<file path="config.mk">
export PLATFORM = sky130hd
export DESIGN_NAME = trig_lut_pipe_flat
export DESIGN_NICKNAME = d
export VERILOG_FILES = /design/src/rtl/trig_lut_pipe_if.sv /design/src/rtl/trig_lut_pipe.sv /design/src/flat_wrapper.sv
export SDC_FILE = /design/constraint.sdc
export NUM_CORES = 1
export LEC_CHECK = 0
export ABC_AREA = 1
export CAP_MARGIN = 10
export CORE_MARGIN = 3
export CORE_UTILIZATION = 57
export CTS_CLUSTER_DIAMETER = 200
export CTS_CLUSTER_SIZE = 40
export DETAILED_ROUTE_END_ITERATION = 7
export GPL_TIMING_DRIVEN = 0
export PLACE_DENSITY = 0.89
export SYNTH_ARGS = -nofsm -noshare
export SYNTH_HDL_FRONTEND = slang
export SYNTH_SLANG_ARGS = --single-unit
</file>
<file path="constraint.sdc">
create_clock -name clk -period 2.3 [get_ports clk]
set_input_delay 0.46 -clock clk [delete_from_list [all_inputs] [get_ports clk]]
set_output_delay 0.46 -clock clk [all_outputs]
set_load 0.03 [all_outputs]
</file>
<file path="src/rtl/trig_lut_pipe_if.sv">
// rtl/trig_lut_pipe_if.sv - request/result handshake bundle for trig_lut_pipe
interface trig_lut_pipe_if #(
  parameter int DATA_W = 9
);
  logic                     in_valid;
  logic                     in_ready;
  logic [8:0]               angle;
  logic                     out_valid;
  logic                     out_ready;
  logic signed [DATA_W-1:0] sin_out;
  logic signed [DATA_W-1:0] cos_out;
  logic                     wrapped;

  modport master (
    output in_valid, angle, out_ready,
    input  in_ready, out_valid, sin_out, cos_out, wrapped
  );

  modport slave (
    input  in_valid, angle, out_ready,
    output in_ready, out_valid, sin_out, cos_out, wrapped
  );
endinterface

</file>
<file path="src/rtl/trig_lut_pipe.sv">
// rtl/trig_lut_pipe.sv - 3-stage quarter-wave LUT sine/cosine pipeline
// Stage 1 folds the angle, stage 2 reads the table, stage 3 applies signs.
module trig_lut_pipe #(
  parameter int DATA_W = 9,
  parameter int AMP    = 2**(DATA_W-1)-1
) (
  input  logic           clk,
  input  logic           rst_n,
  trig_lut_pipe_if.slave bus
);

  // Series expansion keeps the table a pure elaboration-time constant.
  function automatic int lut_entry(input int k);
    real x;
    real term;
    real s;
    if (k == 0)  return 0;
    if (k == 90) return AMP;
    x    = real'(k) * 3.14159265358979323846 / 180.0;
    term = x;
    s    = x;
    for (int n = 1; n < 12; n++) begin
      term = -term * x * x / real'((2 * n) * (2 * n + 1));
      s    = s + term;
    end
    return $rtoi(real'(AMP) * s);
  endfunction

  logic [DATA_W-1:0] lut [0:90];

  for (genvar k = 0; k <= 90; k++) begin : g_lut
    localparam logic [DATA_W-1:0] ENTRY = DATA_W'(lut_entry(k));
    assign lut[k] = ENTRY;
  end

  logic              s1_valid_q, s2_valid_q, out_valid_q;
  logic [1:0]        s1_quad_q, s2_quad_q;
  logic              s1_wrap_q, s2_wrap_q, wrap_q;
  logic [6:0]        s1_sin_idx_q, s1_cos_idx_q;
  logic [DATA_W-1:0] s2_sin_q, s2_cos_q;
  logic [DATA_W-1:0] sin_q, cos_q;

  logic              adv;
  logic              wrap_d;
  logic [8:0]        red_d;
  logic [1:0]        quad_d;
  logic [6:0]        sin_idx_d, cos_idx_d;
  logic [DATA_W-1:0] sin_d, cos_d;

  assign adv           = bus.out_ready || !out_valid_q;
  assign bus.in_ready  = adv;
  assign bus.out_valid = out_valid_q;
  assign bus.sin_out   = sin_q;
  assign bus.cos_out   = cos_q;
  assign bus.wrapped   = wrap_q;

  always_comb begin
    wrap_d = (bus.angle >= 9'd360);
    red_d  = wrap_d ? bus.angle - 9'd360 : bus.angle;
    if (red_d < 9'd90) begin
      quad_d    = 2'd0;
      sin_idx_d = 7'(red_d);
      cos_idx_d = 7'(9'd90 - red_d);
    end else if (red_d < 9'd180) begin
      quad_d    = 2'd1;
      sin_idx_d = 7'(9'd180 - red_d);
      cos_idx_d = 7'(red_d - 9'd90);
    end else if (red_d < 9'd270) begin
      quad_d    = 2'd2;
      sin_idx_d = 7'(red_d - 9'd180);
      cos_idx_d = 7'(9'd270 - red_d);
    end else begin
      quad_d    = 2'd3;
      sin_idx_d = 7'(9'd360 - red_d);
      cos_idx_d = 7'(red_d - 9'd270);
    end
  end

  // Sine is negative in q2/q3, cosine in q1/q2; negating zero stays zero.
  always_comb begin
    sin_d = s2_quad_q[1] ? -s2_sin_q : s2_sin_q;
    cos_d = (^s2_quad_q) ? -s2_cos_q : s2_cos_q;
  end

  always_ff @(posedge clk or negedge rst_n) begin
    if (!rst_n) begin
      s1_valid_q   <= 1'b0;
      s1_quad_q    <= '0;
      s1_wrap_q    <= 1'b0;
      s1_sin_idx_q <= '0;
      s1_cos_idx_q <= '0;
      s2_valid_q   <= 1'b0;
      s2_quad_q    <= '0;
      s2_wrap_q    <= 1'b0;
      s2_sin_q     <= '0;
      s2_cos_q     <= '0;
      out_valid_q  <= 1'b0;
      sin_q        <= '0;
      cos_q        <= '0;
      wrap_q       <= 1'b0;
    end else if (adv) begin
      s1_valid_q   <= bus.in_valid;
      s1_quad_q    <= quad_d;
      s1_wrap_q    <= wrap_d;
      s1_sin_idx_q <= sin_idx_d;
      s1_cos_idx_q <= cos_idx_d;
      s2_valid_q   <= s1_valid_q;
      s2_quad_q    <= s1_quad_q;
      s2_wrap_q    <= s1_wrap_q;
      s2_sin_q     <= lut[s1_sin_idx_q];
      s2_cos_q     <= lut[s1_cos_idx_q];
      out_valid_q  <= s2_valid_q;
      sin_q        <= sin_d;
      cos_q        <= cos_d;
      wrap_q       <= s2_wrap_q;
    end
  end

endmodule

</file>
<file path="src/flat_wrapper.sv">
// flat-port wrapper written by rule: the top's interface ports become plain ports
module trig_lut_pipe_flat 
#(
  parameter int DATA_W = 9,
  parameter int AMP    = 2**(DATA_W-1)-1
)
  (clk, rst_n, bus_in_valid, bus_angle, bus_out_ready, bus_in_ready, bus_out_valid, bus_sin_out, bus_cos_out, bus_wrapped);
  trig_lut_pipe_if #(.DATA_W(DATA_W)) bus_i ();
  input  logic clk;
  input  logic rst_n;
  input wire logic [$bits(bus_i.in_valid)-1:0] bus_in_valid;
  input wire logic [$bits(bus_i.angle)-1:0] bus_angle;
  input wire logic [$bits(bus_i.out_ready)-1:0] bus_out_ready;
  output wire logic [$bits(bus_i.in_ready)-1:0] bus_in_ready;
  output wire logic [$bits(bus_i.out_valid)-1:0] bus_out_valid;
  output wire logic [$bits(bus_i.sin_out)-1:0] bus_sin_out;
  output wire logic [$bits(bus_i.cos_out)-1:0] bus_cos_out;
  output wire logic [$bits(bus_i.wrapped)-1:0] bus_wrapped;
  assign bus_i.in_valid = bus_in_valid;
  assign bus_i.angle = bus_angle;
  assign bus_i.out_ready = bus_out_ready;
  assign bus_in_ready = bus_i.in_ready;
  assign bus_out_valid = bus_i.out_valid;
  assign bus_sin_out = bus_i.sin_out;
  assign bus_cos_out = bus_i.cos_out;
  assign bus_wrapped = bus_i.wrapped;
  trig_lut_pipe #(.DATA_W(DATA_W), .AMP(AMP)) u_core (.clk(clk), .rst_n(rst_n), .bus(bus_i));
endmodule
</file>
==> results of run 1 <==
path summary, 6_finish.rpt:
| path | end |
|---|---|
| max in group asynchronous | u_core.s1_cos_idx_q[0] |
| worst min register to register | u_core.s2_quad_q[0] |
| worst max register to register | u_core.s2_sin_q[1] |
| worst max-delay path | u_core.s1_cos_idx_q[4] |
| min in group clk | u_core.s2_quad_q[0] |
| worst min-delay path | u_core.bus.cos_out[7] |
placed cells by master (no fill, tap or decap), types with 5 or more instances in the layout:
cell type	synthesis	routed
inv_6	0	5
nand2_1	202	195
o211ai_1	13	13
nand4_1	6	6
ha_1	32	28
clkbuf_1	24	21
nand2_4	6	11
dfrtp_1	57	53
xor2_1	18	18
a21oi_1	45	45
inv_1	73	65
nand3_1	63	61
a211oi_1	6	6
nand2_2	12	12
clkdlybuf4s50_1	0	22
nor3_1	8	8
buf_4	0	39
xnor2_1	7	7
nor2_1	61	58
inv_2	3	5
clkbuf_8	0	9
nor2_4	2	5
clkbuf_2	0	6
o21ai_0	77	76
o31ai_1	5	5
kinds of logic (layout without fill, tap and decap cells):
| group | Yosys count | in the layout | share of synthesized area (%) |
|---|---|---|---|
| and+or+nand+nor | 373 | 374 | 31.6 |
| adders and majority gates | 32 | 32 | 7.69 |
| buffers and inverters | 118 | 208 | 9.51 |
| xor gates and xnor gates | 25 | 25 | 4.20 |
| AOI/OAI and AO/OA | 174 | 174 | 19.6 |
| DFF | 57 | 57 | 27.4 |
worst reg2reg max path: cells and delay by family (launching register included):
kind                   cells  cell delay (ps)
AO/OA/AOI/OAI              2              310
buffers and inverters      2              840
flip-flops                 1              430
AND/OR/NAND/NOR            5              460
routing by layer:
layer | GRT usage (%) | up-vias | part of all wire [%]
met4 | 16.3 | 2 | 3.4
met1 | 42.6 | 2813 | 39
li1 | - | 2767 | -
met2 | 55.6 | 449 | 47
met3 | 5.92 | 72 | 11
met5 | 0 | - | 0.039
flip-flops by register name, summed over array words and instances (netlist names):
register and cells:
u_core.s1_valid_q 1, u_core.s2_valid_q 1, u_core.bus.wrapped 1, u_core.s1_sin_idx_q 6
u_core.s1_cos_idx_q 7, u_core.s2_quad_q 2, u_core.s2_cos_q 8, u_core.s1_wrap_q 1
u_core.s2_sin_q 8, u_core.bus.sin_out 9, u_core.bus.cos_out 9, u_core.s2_wrap_q 1
u_core.s1_quad_q 2, u_core.bus.out_valid 1
report_power, final:
group	total, µW	leakage [µW]	switching [µW]	internal (µW)
Clock	1190	0.000124	464	730
Sequential	1830	0.000662	386	1450
Combinational	4660	0.00230	3010	1640
metrics by stage:
stage	TNS (ps)	utilization, %
finish	-61.4	74.1
global route	-360	74.1
CTS	0	69.9
detailed placement	-22390	64.6
global placement	-68580	64.4
floorplan	0	-
final cells by class:
type | count | area (µm²) | share of cell area [%]
multi-input combinational | 605 | 3480 | 53.3
sequential | 57 | 1430 | 21.9
timing repair buffer | 75 | 682 | 10.5
inverter | 82 | 348 | 5.33
buffer | 35 | 199 | 3.05
tap | 108 | 135 | 2.07
clock inverter | 7 | 125 | 1.92
clock buffer | 9 | 124 | 1.90
what timing repair did:
action / in CTS / in global routing
setup buffers: 14 / 24
gates resized for setup: 52 / 50
cloned: 1 / 3
endpoints found under the setup margin: 29 / 21
pin swaps: 9 / 18
==> metrics.md, run 1 <==
| Metric | Value |
|---|---|
| Worst path cell trace | `clkbuf_4 > inv_4 > ha_4 > inv_1 > nand3_2 > nand2_4 > nand2_8 > nand2_8 > nand2_1 > nand2_1 > nor2_2 > nand2_1 > nand2_1 > nand2_4 > o211ai_1 > nand2_1 > nand2_1 > nand2_1` |
| Tightest hold margin | `70.3 ps` |
| CP max stage cell | `nor2_2` |
| Critical path capture point type | `flip-flop` |
| Final min period | `2360 ps` |
| PortBufs | `33` |
| Vias/cell | `6.24` |
| Final-report setup violation count | `1` |
| Pre-CTS setup slack | `-1090 ps` |
| Global route total overflow | `0` |
| Clock slew at reported path FFs | `80 ps` |
| Avg WL per Cell | `18.5 µm` |
| CTS H-tree lvls | `3` |
| Crit share post-route | `103%` |
| Top cell type's share of synthesized area | `27.4%` |
| Startpoint types | `input pin` |
| Final Power | `7690 µW` |
| CP delay by family, top | `simple AND/OR/NAND/NOR gates` |
| Crit path depth | `18` |
| Syn_area_per_cell | `6.69 µm²` |
| Reg2Reg Depth | `9` |
| Core area | `8810 µm²` |
| Yosys warns | `0` |
| Antenna Cells | `0` |
| Cell Rows | `34` |
| Cell Area, Synth | `5210 µm²` |
| Share of post-route cells with drive strength above 1 | `16.9%` |
| Largest net degree at the start of global routing | `36` |
| Async SR Flop Fraction | `100%` |
| Status | `complete, but fails checks` |
| TritonCTS buffer count | `9` |
| Yosys reg bits | `57` |
| Synth area leader | `dfrtp_1` |
| Non-Filler Instances | `978` |
| WP data required | `2530 ps` |
| Max cap viols | `0` |
| Clock Sinks | `57` |
| Syn_nets | `824` |
| Failing checks | `DRC, setup timing` |
| Placed inst area | `5690 µm²` |
| Hpwl dp | `11.8 mm` |
| Fillers | `679` |
| Crit-path max FO | `9` |
| CTS tree | `built` |
| Number of enable flip-flop cells after synthesis | `0` |
| RD Place Congestion | `0.972` |
| Most frequent cells after synthesis | `nand2_1, o21ai_0, inv_1` |
| Remaining DRCs | `4` |
| Seq/Total Area, Yosys | `27.4%` |
| Pin slew with the least headroom to its limit | `706 ps` |
| Initial DRC Count | `621` |
| Setup Skew | `15.5 ps` |
| R2R Path Start | `u_core.s1_sin_idx_q[2]` |
| Relative slew slack | `52.8%` |
| CTS Hold Buffers Added | `0` |
| Top post-synthesis cells by area | `dfrtp_1, nand2_1, ha_1, o21ai_0, nand3_1` |
| Die area | `10300 µm²` |
| CP Class | `in -> reg` |
| Max incr delay on CP | `200 ps` |
| Pwr per Cell Area | `1180 nW/µm²` |
| CP startpoint | `bus_angle[3]` |
| I/O pin cnt | `34` |
| Worst-Skew Late Latency | `350 ps` |
| WP buf/inv | `3` |
| Die Height | `102 µm` |
| Clk root buf | `clkbuf_8` |
| Antenna Violating Nets Remaining | `0` |
| Initial antenna violation count | `1` |
| Bufs on Longest Clock Path | `2` |
| Setup slack, reg-to-reg | `130 ps` |
| Layout area overhead | `25.2%` |
| Setup ws final | `-61.4 ps` |
| First-pass detailed-route iteration total | `8` |
| Leakage power | `0.00309 µW` |
| Placed cells | `921` |
| Global-route wire length before repair | `27.7 mm` |
| Final Hold Vio Count | `0` |
| CP arrival | `2590 ps` |
| Count leader, synth | `nand2_1` |
| Chip width | `102 µm` |
| Hold Crit Class | `in -> async` |
| Count of different cell masters after synthesis | `45` |
| Initial Util | `59.2%` |
| Vias in the first global route | `5630` |
| Most used cell, CP | `nand2_1` |
| Max Clock Freq | `423 MHz` |
| Post-synth top flop | `dfrtp_1` |
| Final instance area | `6520 µm²` |
| Vias | `6103` |
| Nets | `910` |
| Total Routed Length | `18.1 mm` |
| Final Max Tran Viols | `0` |
| All-Layer GR Usage | `33.7%` |
| Peak supply drop | `0.493 mV` |
| Post-Syn Instances | `779` |
Note: power is estimated with default switching activity, not from simulation.
==> inputs of run 2 (changes only) <==
--- a/config.mk
+++ b/config.mk
@@ -8,12 +8,12 @@
 export ABC_AREA = 1
 export CAP_MARGIN = 10
 export CORE_MARGIN = 3
-export CORE_UTILIZATION = 57
+export CORE_UTILIZATION = 25
 export CTS_CLUSTER_DIAMETER = 200
 export CTS_CLUSTER_SIZE = 40
 export DETAILED_ROUTE_END_ITERATION = 7
 export GPL_TIMING_DRIVEN = 0
-export PLACE_DENSITY = 0.89
+export PLACE_DENSITY = 0.52
 export SYNTH_ARGS = -nofsm -noshare
 export SYNTH_HDL_FRONTEND = slang
 export SYNTH_SLANG_ARGS = --single-unit
==> run 2 against run 1 <==
Net effect: the run now ends clean; non-clock buffer count increased by 4; register-to-register slack better by 50 ps; via count shrank 9.5%; clock skew fell by 11 ps; global-route usage is 19 points lower; critical endpoint unchanged; highest routed layer is now met4.
==> metrics.md, run 2 (same netlist as run 1, synthesis figures left out) <==
| Metric | Value |
|---|---|
| Vias in the first global route | `4978 (-12%)` |
| I/O pin cnt | `34 (unchanged)` |
| Hpwl dp | `11.5 mm (-3.1%)` |
| Cell Rows | `52 (+53%)` |
| Net Sw Frac | `47.7% (-2.6 points)` |
| TritonCTS buffer count | `9 (unchanged)` |
| Max incr delay on CP | `180 ps (-20 ps)` |
| Setup Skew | `4.74 ps (-10.7 ps)` |
| Global-route wire length before repair | `26.1 mm (-5.9%)` |
| Worst-Skew Late Latency | `320 ps (-30 ps)` |
| Fillers | `2223 (+230%)` |
| Most common cell after layout, fill and taps aside | `nand2_1` |
| Startpoint types | `input pin` |
| Pre-CTS setup slack | `-1150 ps (-54.3 ps)` |
| Total Routed Length | `16.4 mm (-9.4%)` |
| Final Util | `33.1% (-41 points)` |
| Clock Sinks | `57 (unchanged)` |
| Clk pwr share | `17.4% (+1.9 points)` |
| Vias | `5525 (-9.5%)` |
| Core area | `20400 µm² (+130%)` |
| Share of post-route cells with drive strength above 1 | `17.6% (+0.74 points)` |
| Final-report setup violation count | `0 (-1)` |
| Setup TNS | `0 ps (+61.4 ps)` |
| Nets | `913 (+0.33%)` |
| Status | `finished clean` |
| Crit share post-route | `96.3% (-6.4 points)` |
| Avg WL per Cell | `14.3 µm (-22%)` |
| CTS Hold Buffers Added | `0 (unchanged)` |
| Internal power | `3930 µW (+2.8%)` |
| Initial DRC Count | `549 (-12%)` |
| Leakage power | `0.00311 µW (+0.75%)` |
| Final Power | `7510 µW (-2.3%)` |
| CP Class | `in -> reg` |
| PortBufs | `33 (unchanged)` |
| Clk root buf | `clkbuf_16` |
| Final min period | `2210 ps (-147 ps)` |
| All-Layer GR Usage | `14.2% (-19 points)` |
| WP data required | `2510 ps (-20 ps)` |
| Most frequent cells in the layout | `nand2_1, o21ai_0, inv_1, nor2_1, nand3_1` |
| Pin slew with the least headroom to its limit | `699 ps (-7.10 ps)` |
| Initial antenna violation count | `0 (-1)` |
| Initial Util | `25.6% (-34 points)` |
| Reg power frac | `24.0% (about the same)` |
| Bufs on Longest Clock Path | `2 (unchanged)` |
| Clock slew at reported path FFs | `50 ps (-30 ps)` |
| WP buf/inv | `7 (+4)` |
| Largest net degree at the start of global routing | `41 (+14%)` |
| Vias/cell | `4.83 (-23%)` |
| Setup ws final | `86.0 ps (+147 ps)` |
| Max Clock Freq | `452 MHz (+6.7%)` |
| Die area | `22600 µm² (+120%)` |
| Layout area overhead | `29.3%` |
| Final Max Tran Viols | `0 (unchanged)` |
| Antenna Cells | `0 (unchanged)` |
| Crit-path max FO | `8 (-1)` |
| RD Place Congestion | `0.903 (-7.0%)` |
| Worst path cell trace | `buf_4 > inv_1 > ha_4 > inv_2 > nand3_4 > nand2_4 > nand2_8 > nand2_8 > nand2_4 > nand2_4 > buf_8 > nor2_4 > nand2_2 > nand2_2 > nand2_2 > inv_2 > buf_8 > buf_6 > o211ai_1 > nand2_1 > nand2_1 > nand2_1` |
| CP max stage cell | `ha_4` |
| Max cap viols | `0 (unchanged)` |
| First-pass detailed-route iteration total | `5 (-3)` |
| Hold Crit Class | `in -> async` |
| Chip width | `150 µm (+48%)` |
| CP arrival | `2430 ps (-160 ps)` |
| Comb pwr share | `58.5% (-2.1 points)` |
| Critical path capture point type | `flip-flop` |
| Relative slew slack | `53.2% (+0.47 points)` |
| Pwr per Cell Area | `1110 nW/µm² (-5.4%)` |
| CTS tree | `built` |
| Global route total overflow | `0 (unchanged)` |
| Peak supply drop | `0.368 mV (-25%)` |
| Tightest hold margin | `76.0 ps (+5.71 ps)` |
| Die Height | `150 µm (+48%)` |
| Psw | `3580 µW (-7.4%)` |
| CP delay by family, top | `simple AND/OR/NAND/NOR gates` |
| Final Hold Vio Count | `0 (unchanged)` |
| CTS H-tree lvls | `3 (unchanged)` |
| Antenna Violating Nets Remaining | `0 (unchanged)` |
| Remaining DRCs | `0 (-4)` |
-- run 2: cell count changes in the layout (fill, tap and decap cells not counted), sizes merged --
cell | previous run | this run
buf | 53 | 62
bufinv | 3 | 1
clkbuf | 40 | 38
clkdlybuf4s15 | 2 | 1
clkinv | 6 | 8
dlygate4sd2 | 1 | 0
inv | 78 | 77
nand2 | 221 | 220
-- run 2: routing by layer --
layer | up-vias | wire, µm | GRT usage, % | share of wire (%)
met4 | 0 | 178 | 3.20 | 1.1
met2 | 183 | 7430 | 22.7 | 45
met1 | 2547 | 7980 | 20.5 | 49
met5 | - | 0 | 0 | 0
met3 | 17 | 804 | 1.81 | 4.9
li1 | 2778 | - | - | -
-- run 2: cell type report --
cell class | count | area (µm²) | share of cell area, %
Inverter | 82 | 334 | 4.96
Clock buffer | 10 | 239 | 3.55
Tap cell | 270 | 338 | 5.02
Sequential cell | 57 | 1430 | 21.3
Clock inverter | 6 | 57.6 | 0.855
Multi-Input combinational cell | 604 | 3480 | 51.6
Timing Repair Buffer | 79 | 654 | 9.72
Buffer | 35 | 205 | 3.05
-- run 2: power by group through the flow --
stage	Sequential (µW)	Clock, µW	Combinational, µW
6_report	1800	1310	4390
5_1_grt	1870	1390	4890
4_1_cts	1820	1340	4150
3_5_place_dp	1820	0	4060
3_3_place_gp	1810	0	4100
2_1_floorplan	2080	0	2520
-- run 2: per-stage QoR --
stage          cell area [µm²]  cells
2_1_floorplan             5210    779
3_3_place_gp              5880   1082
3_5_place_dp              5890   1083
4_1_cts                   6440   1116
5_1_grt                   6740   1143
6_report                  6740   1143
-- run 2: what timing repair did --
item                                    CTS  global route
endpoints found under the setup margin   36            20
cloned                                    1             0
gates resized for setup                  62            46
setup buffers                            17            27
endpoints found under the hold margin     0             0
pin swaps                                 9            16
-- run 2: path summary, 6_finish.rpt --
path | start | endpoint | slack (ps) | depth (start not counted)
min in group clk | u_core.s2_wrap_q | u_core.bus.wrapped | 460 | 2
worst min register to register | u_core.s2_wrap_q | u_core.bus.wrapped | 460 | 2
max in group asynchronous | rst_n | u_core.s1_sin_idx_q[1] | 1650 | 2
worst min-delay path | rst_n | u_core.bus.cos_out[4] | 80 | 1
worst max register to register | u_core.s1_cos_idx_q[1] | u_core.s2_cos_q[0] | 180 | 7
worst max-delay path | bus_angle[3] | u_core.s1_cos_idx_q[4] | 90 | 22
==> inputs of run 3 (changes only) <==
--- a/config.mk
+++ b/config.mk
@@ -6,14 +6,14 @@
 export NUM_CORES = 1
 export LEC_CHECK = 0
 export ABC_AREA = 1
-export CAP_MARGIN = 10
 export CORE_MARGIN = 3
 export CORE_UTILIZATION = 25
 export CTS_CLUSTER_DIAMETER = 200
 export CTS_CLUSTER_SIZE = 40
 export DETAILED_ROUTE_END_ITERATION = 7
+export DONT_BUFFER_PORTS = 1
 export GPL_TIMING_DRIVEN = 0
-export PLACE_DENSITY = 0.52
+export PLACE_DENSITY = 0.5
 export SYNTH_ARGS = -nofsm -noshare
 export SYNTH_HDL_FRONTEND = slang
 export SYNTH_SLANG_ARGS = --single-unit
==> run 3 against run 2 <==
Net effect: via count shrank 4.4%; sequential power grew 21%; combinational power shrank 19%; cell count shrank 4.9%; the flow now finishes with violations (hold timing); fmax grew 0.91%; largest power group unchanged; utilization shrank 2.8 points; final area shrank 8.5%.
==> metrics.md, run 3 (same netlist as run 1, synthesis figures left out) <==
| Metric | Value |
|---|---|
| Status | `complete, but fails checks` |
| Failing checks | `hold timing` |
| Vias/cell | `4.86 (+0.55%)` |
| Hpwl dp | `11.6 mm (+1.0%)` |
| Comb pwr share | `50.3% (-8.2 points)` |
| All-Layer GR Usage | `14.0% (-0.21 points)` |
| Crit share post-route | `95.4% (-0.87 points)` |
| Net Sw Frac | `49.6% (+1.9 points)` |
| Initial DRC Count | `520 (-5.3%)` |
| CP Class | `reg -> out` |
| Initial antenna violation count | `0 (unchanged)` |
| RSZ-0062 raised after global routing | `yes` |
| First-pass detailed-route iteration total | `5 (unchanged)` |
| Bufs on Longest Clock Path | `2 (unchanged)` |
| Relative slew slack | `52.4% (-0.88 points)` |
| Core area | `20400 µm² (unchanged)` |
| CP startpoint | `u_core.bus.out_valid` |
| Peak supply drop | `0.524 mV (+42%)` |
| Tightest hold margin | `-14.5 ps (-90.5 ps)` |
| Internal power | `3560 µW (-9.5%)` |
| Final Max Tran Viols | `0 (unchanged)` |
| CP max stage cell | `dfrtp_1` |
| Startpoint types | `flip-flop` |
| Worst-Skew Late Latency | `320 ps (about the same)` |
| Global-route wire length before repair | `26.1 mm (-0.13%)` |
| Clk root buf | `clkbuf_16` |
| Clock Sinks | `57 (unchanged)` |
| TritonCTS buffer count | `9 (unchanged)` |
| Die Height | `150 µm (unchanged)` |
| Reg power frac | `30.9% (+6.9 points)` |
| Cell Rows | `52 (unchanged)` |
| Chip width | `150 µm (unchanged)` |
| Nets | `857 (-6.1%)` |
| CP arrival | `1730 ps (-700 ps)` |
| Hold Crit Class | `in -> async` |
| RD Place Congestion | `0.889 (-1.6%)` |
| CTS tree | `built` |
| Final min period | `2190 ps (-20.0 ps)` |
| Worst path cell trace | `inv_1 > nor2_2 > inv_1 > clkbuf_2` |
| Share of post-route cells with drive strength above 1 | `12.9% (-4.8 points)` |
| Pre-CTS setup slack | `-616 ps (+531 ps)` |
| Initial Util | `25.6% (unchanged)` |
| Remaining DRCs | `0 (unchanged)` |
| Final Power | `7050 µW (-6.1%)` |
| Seq. cell area | `1430 µm² (unchanged)` |
| Final-report setup violation count | `0 (unchanged)` |
| Reg2Reg Depth | `11 (+4)` |
| Vias in the first global route | `4929 (-0.98%)` |
| Clock slew at reported path FFs | `50 ps (about the same)` |
| Global route total overflow | `0 (unchanged)` |
| CTS H-tree lvls | `3 (unchanged)` |
| Antenna Cells | `0 (unchanged)` |
| Setup TNS | `0 ps (unchanged)` |
| Antenna Violating Nets Remaining | `0 (unchanged)` |
| Most frequent cells in the layout | `nand2_1, o21ai_0, inv_1, nand3_1, nor2_1` |
| Total Routed Length | `16.0 mm (-2.2%)` |
| Max Clock Freq | `456 MHz (+0.91%)` |
| Crit-path max FO | `10 (+2)` |
| Max incr delay on CP | `520 ps (+340 ps)` |
| PortBufs | `0 (-100%)` |
| Pwr per Cell Area | `1140 nW/µm² (+2.7%)` |
| Setup slack, reg-to-reg | `150 ps (-30 ps)` |
| WP data required | `1840 ps (-670 ps)` |
| Critical path capture point type | `primary output` |
| Avg WL per Cell | `14.7 µm (+2.8%)` |
| Most used cell, CP | `inv_1` |
| R2R Path Start | `u_core.s1_sin_idx_q[1]` |
| Multi-input gate area | `3370 µm² (-3.0%)` |
| Fillers | `2232 (+0.40%)` |
| Reg-to-reg endpoint | `u_core.s2_sin_q[1]` |
| Setup ws final | `106 ps (+20.0 ps)` |
| Setup Skew | `8.20 ps (+3.46 ps)` |
| Pin slew with the least headroom to its limit | `712 ps (+13.1 ps)` |
| Layout area overhead | `18.3%` |
| Leakage power | `0.00282 µW (-9.3%)` |
| Final Hold Vio Count | `10 (+10)` |
| Die area | `22600 µm² (unchanged)` |
| Psw | `3500 µW (-2.3%)` |
| Vias | `5283 (-4.4%)` |
| Max cap viols | `0 (unchanged)` |
| End of the critical path | `bus_in_ready` |
| I/O pin cnt | `34 (unchanged)` |
| Largest net degree at the start of global routing | `58 (+41%)` |
| Most common cell after layout, fill and taps aside | `nand2_1` |
| Clk pwr share | `18.8% (+1.4 points)` |
-- run 3: cell types whose count changed in the layout (fill, tap and decap cells not counted), moves of 5 or more --
cell             before  now
clkdlybuf4s50_1      22    0
nand3_1              57   62
nand2_1             195  201
buf_4                46   23
-- run 3: power by group through the flow --
stage	clock network [µW]	logic [µW]	registers, µW
final	1330	3550	2180
after global routing	1400	4020	2250
after CTS	1340	3350	2210
after detailed placement	0	3300	2210
after global placement	0	3340	2200
after floorplan	0	2520	2080
-- run 3: timing repair --
action,4_1_cts,5_1_grt
buffers inserted,2,19
pin swaps,0,8
endpoints found under the setup margin,34,34
gates cloned,0,1
endpoints found under the hold margin,57,0
gates resized for setup,11,27
hold buffers,1,0
-- run 3: stage by stage --
stage	std cells	util (%)	hold WS, ps	cell area [µm²]
detailed placement	1049	27.2	166	5550
global placement	1049	27.2	166	5550
floorplan	779	-	164	5210
global route	1087	30.3	19.2	6160
finish	1087	30.3	-14.5	6160
CTS	1067	29.0	14.5	5910
-- run 3: worst max-delay path: cells and delay by family, from the launching register on --
kind,cells,cell delay [ps]
buffers and inverters,3,600
flip-flops,1,520
AND/OR/NAND/NOR,1,280
-- run 3: worst min path at each step --
stage | start | to | slack (ps) | cells after the start
2_1_floorplan | rst_n | u_core.bus.cos_out[0] | 160 | 0
3_3_place_gp | rst_n | u_core.bus.cos_out[2] | 170 | 0
3_5_place_dp | rst_n | u_core.bus.cos_out[2] | 170 | 0
4_1_cts | rst_n | u_core.bus.cos_out[2] | 10 | 1
5_1_grt | rst_n | u_core.bus.cos_out[2] | 20 | 1
6_report | rst_n | u_core.bus.cos_out[4] | -10 | 1
-- run 3: final cells by class --
cell class / instances / area share [%]
multi-input cells: 604 / 54.7
well taps: 270 / 5.48
repair buffers: 23 / 3.13
flip-flops and latches: 57 / 23.2
plain buffers: 35 / 3.15
inverters: 82 / 5.44
clock buffers: 11 / 3.94
clock inverters: 5 / 0.894
-- run 3: layer usage --
metal	wire length (µm)	track usage, %
met4	153	3.06
met3	885	2.23
met2	7130	21.9
met5	0	0
met1	7860	20.3
